[src/rtl/fir_rrc_seq.sv]
// fir_rrc_seq: sequencer for the fixed 20-tap RRC FIR datapath.
// Holds the filter in reset while idle, primes it, decimates its output by DECIM
// (keeping index PHASE of each group) and presents kept samples through a
// 2-entry ready/valid FIFO. Reports sticky underrun/overflow.
// Optional: define FIR_RRC_SEQ_STATS_EN to build saturating drop/underrun counters;
// otherwise drop_count and underrun_count are tied to zero.
module fir_rrc_seq #(
    parameter int unsigned LATENCY  = 19,
    parameter int unsigned DECIM    = 4,
    parameter int unsigned PHASE    = 0,
    parameter int unsigned SAMPLE_W = 12
) (
    input  logic                clk,
    input  logic                rst,
    input  logic                enable,
    input  logic                in_valid,
    input  logic [SAMPLE_W-1:0] in_data,
    output logic                in_ready,
    output logic                fir_rst,
    output logic [SAMPLE_W-1:0] fir_in,
    input  logic [SAMPLE_W-1:0] fir_out,
    output logic                out_valid,
    input  logic                out_ready,
    output logic [SAMPLE_W-1:0] out_data,
    output logic                busy,
    output logic                underrun,
    output logic                overflow,
    input  logic                clear_err,
    output logic [15:0]         drop_count,
    output logic [15:0]         underrun_count
);

    localparam int unsigned PW = (LATENCY > 1) ? $clog2(LATENCY) : 1;
    localparam int unsigned DW = (DECIM > 1) ? $clog2(DECIM) : 1;
    localparam logic [PW-1:0] PrimeLast = PW'(LATENCY - 1);
    localparam logic [DW-1:0] DecLast   = DW'(DECIM - 1);
    localparam logic [DW-1:0] DecPhase  = DW'(PHASE);

    typedef enum logic [1:0] {StIdle, StPrime, StRun} state_e;

    state_e        state_q, state_d;
    logic [PW-1:0] prime_cnt_q, prime_cnt_d;
    logic [DW-1:0] dec_cnt_q, dec_cnt_d;
    logic          underrun_q, underrun_d;
    logic          overflow_q, overflow_d;
    logic          push, underrun_evt;

    logic [SAMPLE_W-1:0] mem_q [2];
    logic                wr_ptr_q, rd_ptr_q;
    logic [1:0]          fifo_cnt_q;
    logic                full, pop, do_push, ovf_evt;

    // Control state, counters and sticky flags.
    always_ff @(posedge clk) begin
        if (rst) begin
            state_q     <= StIdle;
            prime_cnt_q <= '0;
            dec_cnt_q   <= '0;
            underrun_q  <= 1'b0;
            overflow_q  <= 1'b0;
        end else begin
            state_q     <= state_d;
            prime_cnt_q <= prime_cnt_d;
            dec_cnt_q   <= dec_cnt_d;
            underrun_q  <= underrun_d;
            overflow_q  <= overflow_d;
        end
    end

    // Next state, filter drive and decimation push decision.
    always_comb begin
        state_d      = state_q;
        prime_cnt_d  = prime_cnt_q;
        dec_cnt_d    = dec_cnt_q;
        fir_rst      = 1'b1;
        fir_in       = '0;
        in_ready     = 1'b0;
        push         = 1'b0;
        underrun_evt = 1'b0;
        case (state_q)
            StIdle: begin
                prime_cnt_d = '0;
                dec_cnt_d   = '0;
                // The triggering sample stays on the bus and is taken in PRIME.
                if (enable && in_valid) state_d = StPrime;
            end
            StPrime, StRun: begin
                fir_rst  = 1'b0;
                fir_in   = in_data;
                in_ready = in_valid;
                // fir_out is a real filter output on every RUN cycle.
                if (state_q == StRun) push = (dec_cnt_q == DecPhase);
                if (!in_valid || !enable) begin
                    state_d      = StIdle;
                    prime_cnt_d  = '0;
                    dec_cnt_d    = '0;
                    underrun_evt = !in_valid;
                end else if (state_q == StPrime) begin
                    if (prime_cnt_q == PrimeLast) begin
                        state_d     = StRun;
                        prime_cnt_d = '0;
                    end else begin
                        prime_cnt_d = prime_cnt_q + 1'b1;
                    end
                end else begin
                    dec_cnt_d = (dec_cnt_q == DecLast) ? '0 : dec_cnt_q + 1'b1;
                end
            end
            default: state_d = StIdle;
        endcase
    end

    assign busy = (state_q != StIdle);

    // FIFO handshake: a push while full only succeeds alongside a pop.
    assign full      = (fifo_cnt_q == 2'd2);
    assign out_valid = (fifo_cnt_q != 2'd0);
    assign pop       = out_valid && out_ready;
    assign do_push   = push && (!full || pop);
    assign ovf_evt   = push && full && !pop;
    assign out_data  = out_valid ? mem_q[rd_ptr_q] : '0;

    // Two-entry FIFO storage and pointers; flushed by rst.
    always_ff @(posedge clk) begin
        if (rst) begin
            mem_q[0]   <= '0;
            mem_q[1]   <= '0;
            wr_ptr_q   <= 1'b0;
            rd_ptr_q   <= 1'b0;
            fifo_cnt_q <= 2'd0;
        end else begin
            if (do_push) begin
                mem_q[wr_ptr_q] <= fir_out;
                wr_ptr_q        <= ~wr_ptr_q;
            end
            if (pop) rd_ptr_q <= ~rd_ptr_q;
            case ({do_push, pop})
                2'b10:   fifo_cnt_q <= fifo_cnt_q + 2'd1;
                2'b01:   fifo_cnt_q <= fifo_cnt_q - 2'd1;
                default: fifo_cnt_q <= fifo_cnt_q;
            endcase
        end
    end

    // Sticky flags: a set in the same cycle as clear_err wins.
    always_comb begin
        underrun_d = underrun_evt | (underrun_q & ~clear_err);
        overflow_d = ovf_evt | (overflow_q & ~clear_err);
    end

    assign underrun = underrun_q;
    assign overflow = overflow_q;

`ifdef FIR_RRC_SEQ_STATS_EN
    logic [15:0] drop_cnt_q, drop_cnt_d, urun_cnt_q, urun_cnt_d;
    logic [15:0] drop_base, urun_base;

    // Saturating event counters; clear_err restarts them, same-cycle events still count.
    always_comb begin
        drop_base  = clear_err ? 16'd0 : drop_cnt_q;
        urun_base  = clear_err ? 16'd0 : urun_cnt_q;
        drop_cnt_d = drop_base + ((ovf_evt && drop_base != 16'hffff) ? 16'd1 : 16'd0);
        urun_cnt_d = urun_base + ((underrun_evt && urun_base != 16'hffff) ? 16'd1 : 16'd0);
    end

    // Counter registers.
    always_ff @(posedge clk) begin
        if (rst) begin
            drop_cnt_q <= '0;
            urun_cnt_q <= '0;
        end else begin
            drop_cnt_q <= drop_cnt_d;
            urun_cnt_q <= urun_cnt_d;
        end
    end

    assign drop_count     = drop_cnt_q;
    assign underrun_count = urun_cnt_q;
`else
    assign drop_count     = 16'd0;
    assign underrun_count = 16'd0;
`endif

endmodule
[config.mk]
export PLATFORM = sky130hd
export DESIGN_NAME = fir_rrc_seq
export DESIGN_NICKNAME = d
export VERILOG_FILES = /design/src/rtl/fir_rrc_seq.sv
export SDC_FILE = /design/constraint.sdc
export NUM_CORES = 1
export LEC_CHECK = 0
export CAP_MARGIN = 20
export CORE_ASPECT_RATIO = 0.7
export CORE_UTILIZATION = 36
export CTS_BUF_LIST = sky130_fd_sc_hd__clkbuf_2
export CTS_CLUSTER_DIAMETER = 100
export DETAILED_ROUTE_END_ITERATION = 8
export GPL_ROUTABILITY_DRIVEN = 0
export MAX_ROUTING_LAYER = met4
export PLACE_DENSITY = 0.79
export SLEW_MARGIN = 20
export SYNTH_ARGS = -nofsm -noshare
export SYNTH_HDL_FRONTEND = slang
export SYNTH_SLANG_ARGS = --single-unit
[constraint.sdc]
create_clock -name clk -period 6.5 [get_ports clk]
set_clock_uncertainty 0.15 [all_clocks]
set_input_delay 0.975 -clock clk [delete_from_list [all_inputs] [get_ports clk]]
set_output_delay 0.975 -clock clk [all_outputs]
set_load 0.01 [all_outputs]
==> results.md <==
* Detailed Route Iter0 Violations at 86
* First-pass detailed-route iteration total at 4
* Synthesized area at 2360 um^2
* Largest net degree at the start of global routing at 22
* Clock Pin Slew Worst Setup and Hold Paths at 0.20 ns
* Final Instance Area at 2910 um^2
* Met2 usage at 21.7%
* Chip Width at 98.7 um
* Post-synthesis sequential area ratio at 44.2%
* Hold Path Class: register to register
* Critical Path Sink Type: output pin
* Post-CTS Hold Fix Bufs at 0
* Hold Worst Slack at 0.350 ns
* CP arrival at 2.30 ns
* CP Launch Type: register
* Syn Area/Cell at 10.2 um^2
* DRC viols at 0
* Drt total wl at 4400 um
* Synthesized instance count at 232
* Final design utilization at 46.3%
* Final #Nets at 326
* Via Count at 1,671
* CP Cell Sequence: inv_1, ha_1, and2_2, clkdlybuf4s50_1
* Clk sinks at 40
* Initial Utilization at 37.5%
* M1 GR Usage at 17.6%
* Num CTS Buffers at 5
* Library cells used by synthesis at 43
* DP Area at 2860 um^2
* Bufs on Longest Clock Path at 2
* Period utilization at 52.7%
* Slew headroom at 41.8%
* Critical path required time at 5.37 ns
* Crit Path Class: register to output pin
* CTS Root Cell: clkbuf_2
* Finished Layout Cells at 366
* Post-CTS Resized at 0
* Die Span Y at 69.7 um
* Setup ws final at 3.08 ns
* First-pass GRT wire length at 7180 um
* CTS tree: done
* Share of layout cells above drive strength 1 at 6.25%
* Pwr Density at 154 nW/um^2
* Wire length per cell at 12.0 um
* Met3 Usage GRT at 3.43%
* Initial antenna violation count at 0
* Post-synth top flop: edfxtp_1
* Core ar. at 6280 um^2
* ANT nets after route at 0
* TNS Setup at 0 ns
* Worst-path maximum fanout at 21
* Grt ovf at 0
* Leakage at 1.05 nW
* Rows at 24
* Dpl hpwl at 3380 um
* Min cycle time layout at 3.42 ns
* Max IR drop VDD at 68.7 uV
* Worst stage delay on the critical path at 0.60 ns
* H-tree depth at 2
* CP delay by family, top: buffers and inverters
* Total power at 449 uW
* Outcome: finished, final reports clean
* Placed Cells at 358
* RSZ-0062 raised after global routing: false
* Fmax at 292 MHz
* Final Max Tran Viols at 0
* Vias in the first global route at 1,545
* CP bufs+invs at 2
* IO buf count at 59
* Worst-Skew Late Latency at 0.37 ns
* Final hold violations at 0
* Post-CTS setup buffers at 0
* Slowest cell on crit path: ha_1
* GRT busiest layer: met2
* Async SR Flop Fraction at 0%
* Dpl ws at 2.86 ns
* # diodes at 0
* Max cap viols at 0
* # setup viols final at 0
* Number of synthesis warnings at 0
* Area Overhead vs Synth at 23.3%
* Seq cells post-synth at 40
* Slew @ Worst Pin at 0.870 ns
* Post-synth EDFFs at 24
* Top Ports at 92
* Via/cell ratio at 4.57
* GRT Util Overall at 13.6%
* DIE AREA at 6880 um^2
-- cell usage after synthesis, types with 2 or more instances --
cell / number / area (um^2)
a21oi_1: 5 / 25.0
a221oi_1: 4 / 35.0
a31oi_1: 2 / 12.5
and2_1: 36 / 225
buf_2: 2 / 10.0
buf_4: 33 / 248
buf_6: 2 / 22.5
clkbuf_1: 4 / 15.0
dfxtp_1: 16 / 320
edfxtp_1: 24 / 721
ha_1: 9 / 113
inv_1: 12 / 45.0
mux2i_1: 12 / 120
nand2_1: 4 / 15.0
nand2b_1: 2 / 12.5
nand3_1: 5 / 25.0
nor2_1: 18 / 67.6
o211ai_1: 2 / 15.0
o21ai_0: 7 / 35.0
o31ai_1: 3 / 22.5
or2_2: 2 / 12.5
or3_1: 5 / 31.3
or4_1: 2 / 15.0
xor2_1: 2 / 17.5
-- power by group --
part	switching [mW]	internal (mW)
clock	0.0801	0.0250
sequential	0.00345	0.276
combinational	0.0325	0.0319
total	0.116	0.333
-- tightest hold or removal path, cell delays in order, from the launching register on --
cell	delay, ns
dfxtp_1	0.36
nand2b_1	0.07
a21oi_1	0.06
-- path summary, 6_finish.rpt --
kind / slack (ns) / start / depth (start not counted) / end
worst min-delay path: 0.35 / overflow$_SDFF_PP0_ / 2 / overflow$_SDFF_PP0_
worst min register to register: 0.35 / overflow$_SDFF_PP0_ / 2 / overflow$_SDFF_PP0_
worst max-delay path: 3.08 / state_q[0]$_SDFFE_PP0P_ / 4 / in_ready
worst max register to register: 3.42 / state_q[0]$_SDFFE_PP0P_ / 5 / mem_q[1][3]$_SDFFCE_PN0P_
-- cell usage in the layout, fill, tap and decap left out, drive strengths merged, types with 2 or more instances in the layout --
| master | instances |
|---|---|
| clkinvlp | 2 |
| or3 | 5 |
| and2 | 37 |
| clkdlybuf4s50 | 59 |
| a21oi | 5 |
| nand2 | 4 |
| or4 | 3 |
| nand3 | 5 |
| nand2b | 2 |
| inv | 12 |
| o31ai | 3 |
| nor2 | 18 |
| edfxtp | 24 |
| dfxtp | 16 |
| o211ai | 2 |
| or2 | 2 |
| mux2i | 12 |
| o21ai | 8 |
| xor2 | 2 |
| clkbuf | 5 |
| a31oi | 2 |
| a221oi | 5 |
| ha | 9 |
| conb | 32 |
-- area by class of cell --
cell class,count,area (um^2)
Clock buffer,5,25.0
Inverter,12,45.0
Clock inverter,3,18.8
Multi-Input combinational cell,169,1090
Timing Repair Buffer,59,591
Sequential cell,40,1040
Tap cell,78,97.6
Fill cell,590,3370
-- per-layer routing --
layer	wire, um	share of wire (%)
met1	2020	46
met5	0	0
met4	25	0.57
met3	192	4.4
met2	2160	49
-- registers in the layout (all words and copies together) (netlist names), named ones only --
name / flops
mem_q: 24
overflow: 1
prime_cnt_q: 5
state_q: 2
rd_ptr_q: 1
wr_ptr_q: 1
dec_cnt_q: 2
underrun: 1
fifo_cnt_q: 2
-- kinds of logic (layout without fill, tap and decap cells) --
group / Yosys count / after routing / synth area share, %
flip-flops: 40 / 40 / 44.2
XOR/XNOR: 3 / 3 / 1.12
other: 1 / 32 / 0.159
multiplexers: 12 / 12 / 5.10
AO/OA/AOI/OAI: 27 / 27 / 7.65
AND/OR/NAND/NOR: 86 / 86 / 22.4
adder cells (fa/ha/maj): 9 / 9 / 4.78
buffers and inverters: 54 / 79 / 14.6
(Power assumes the default switching activity.)
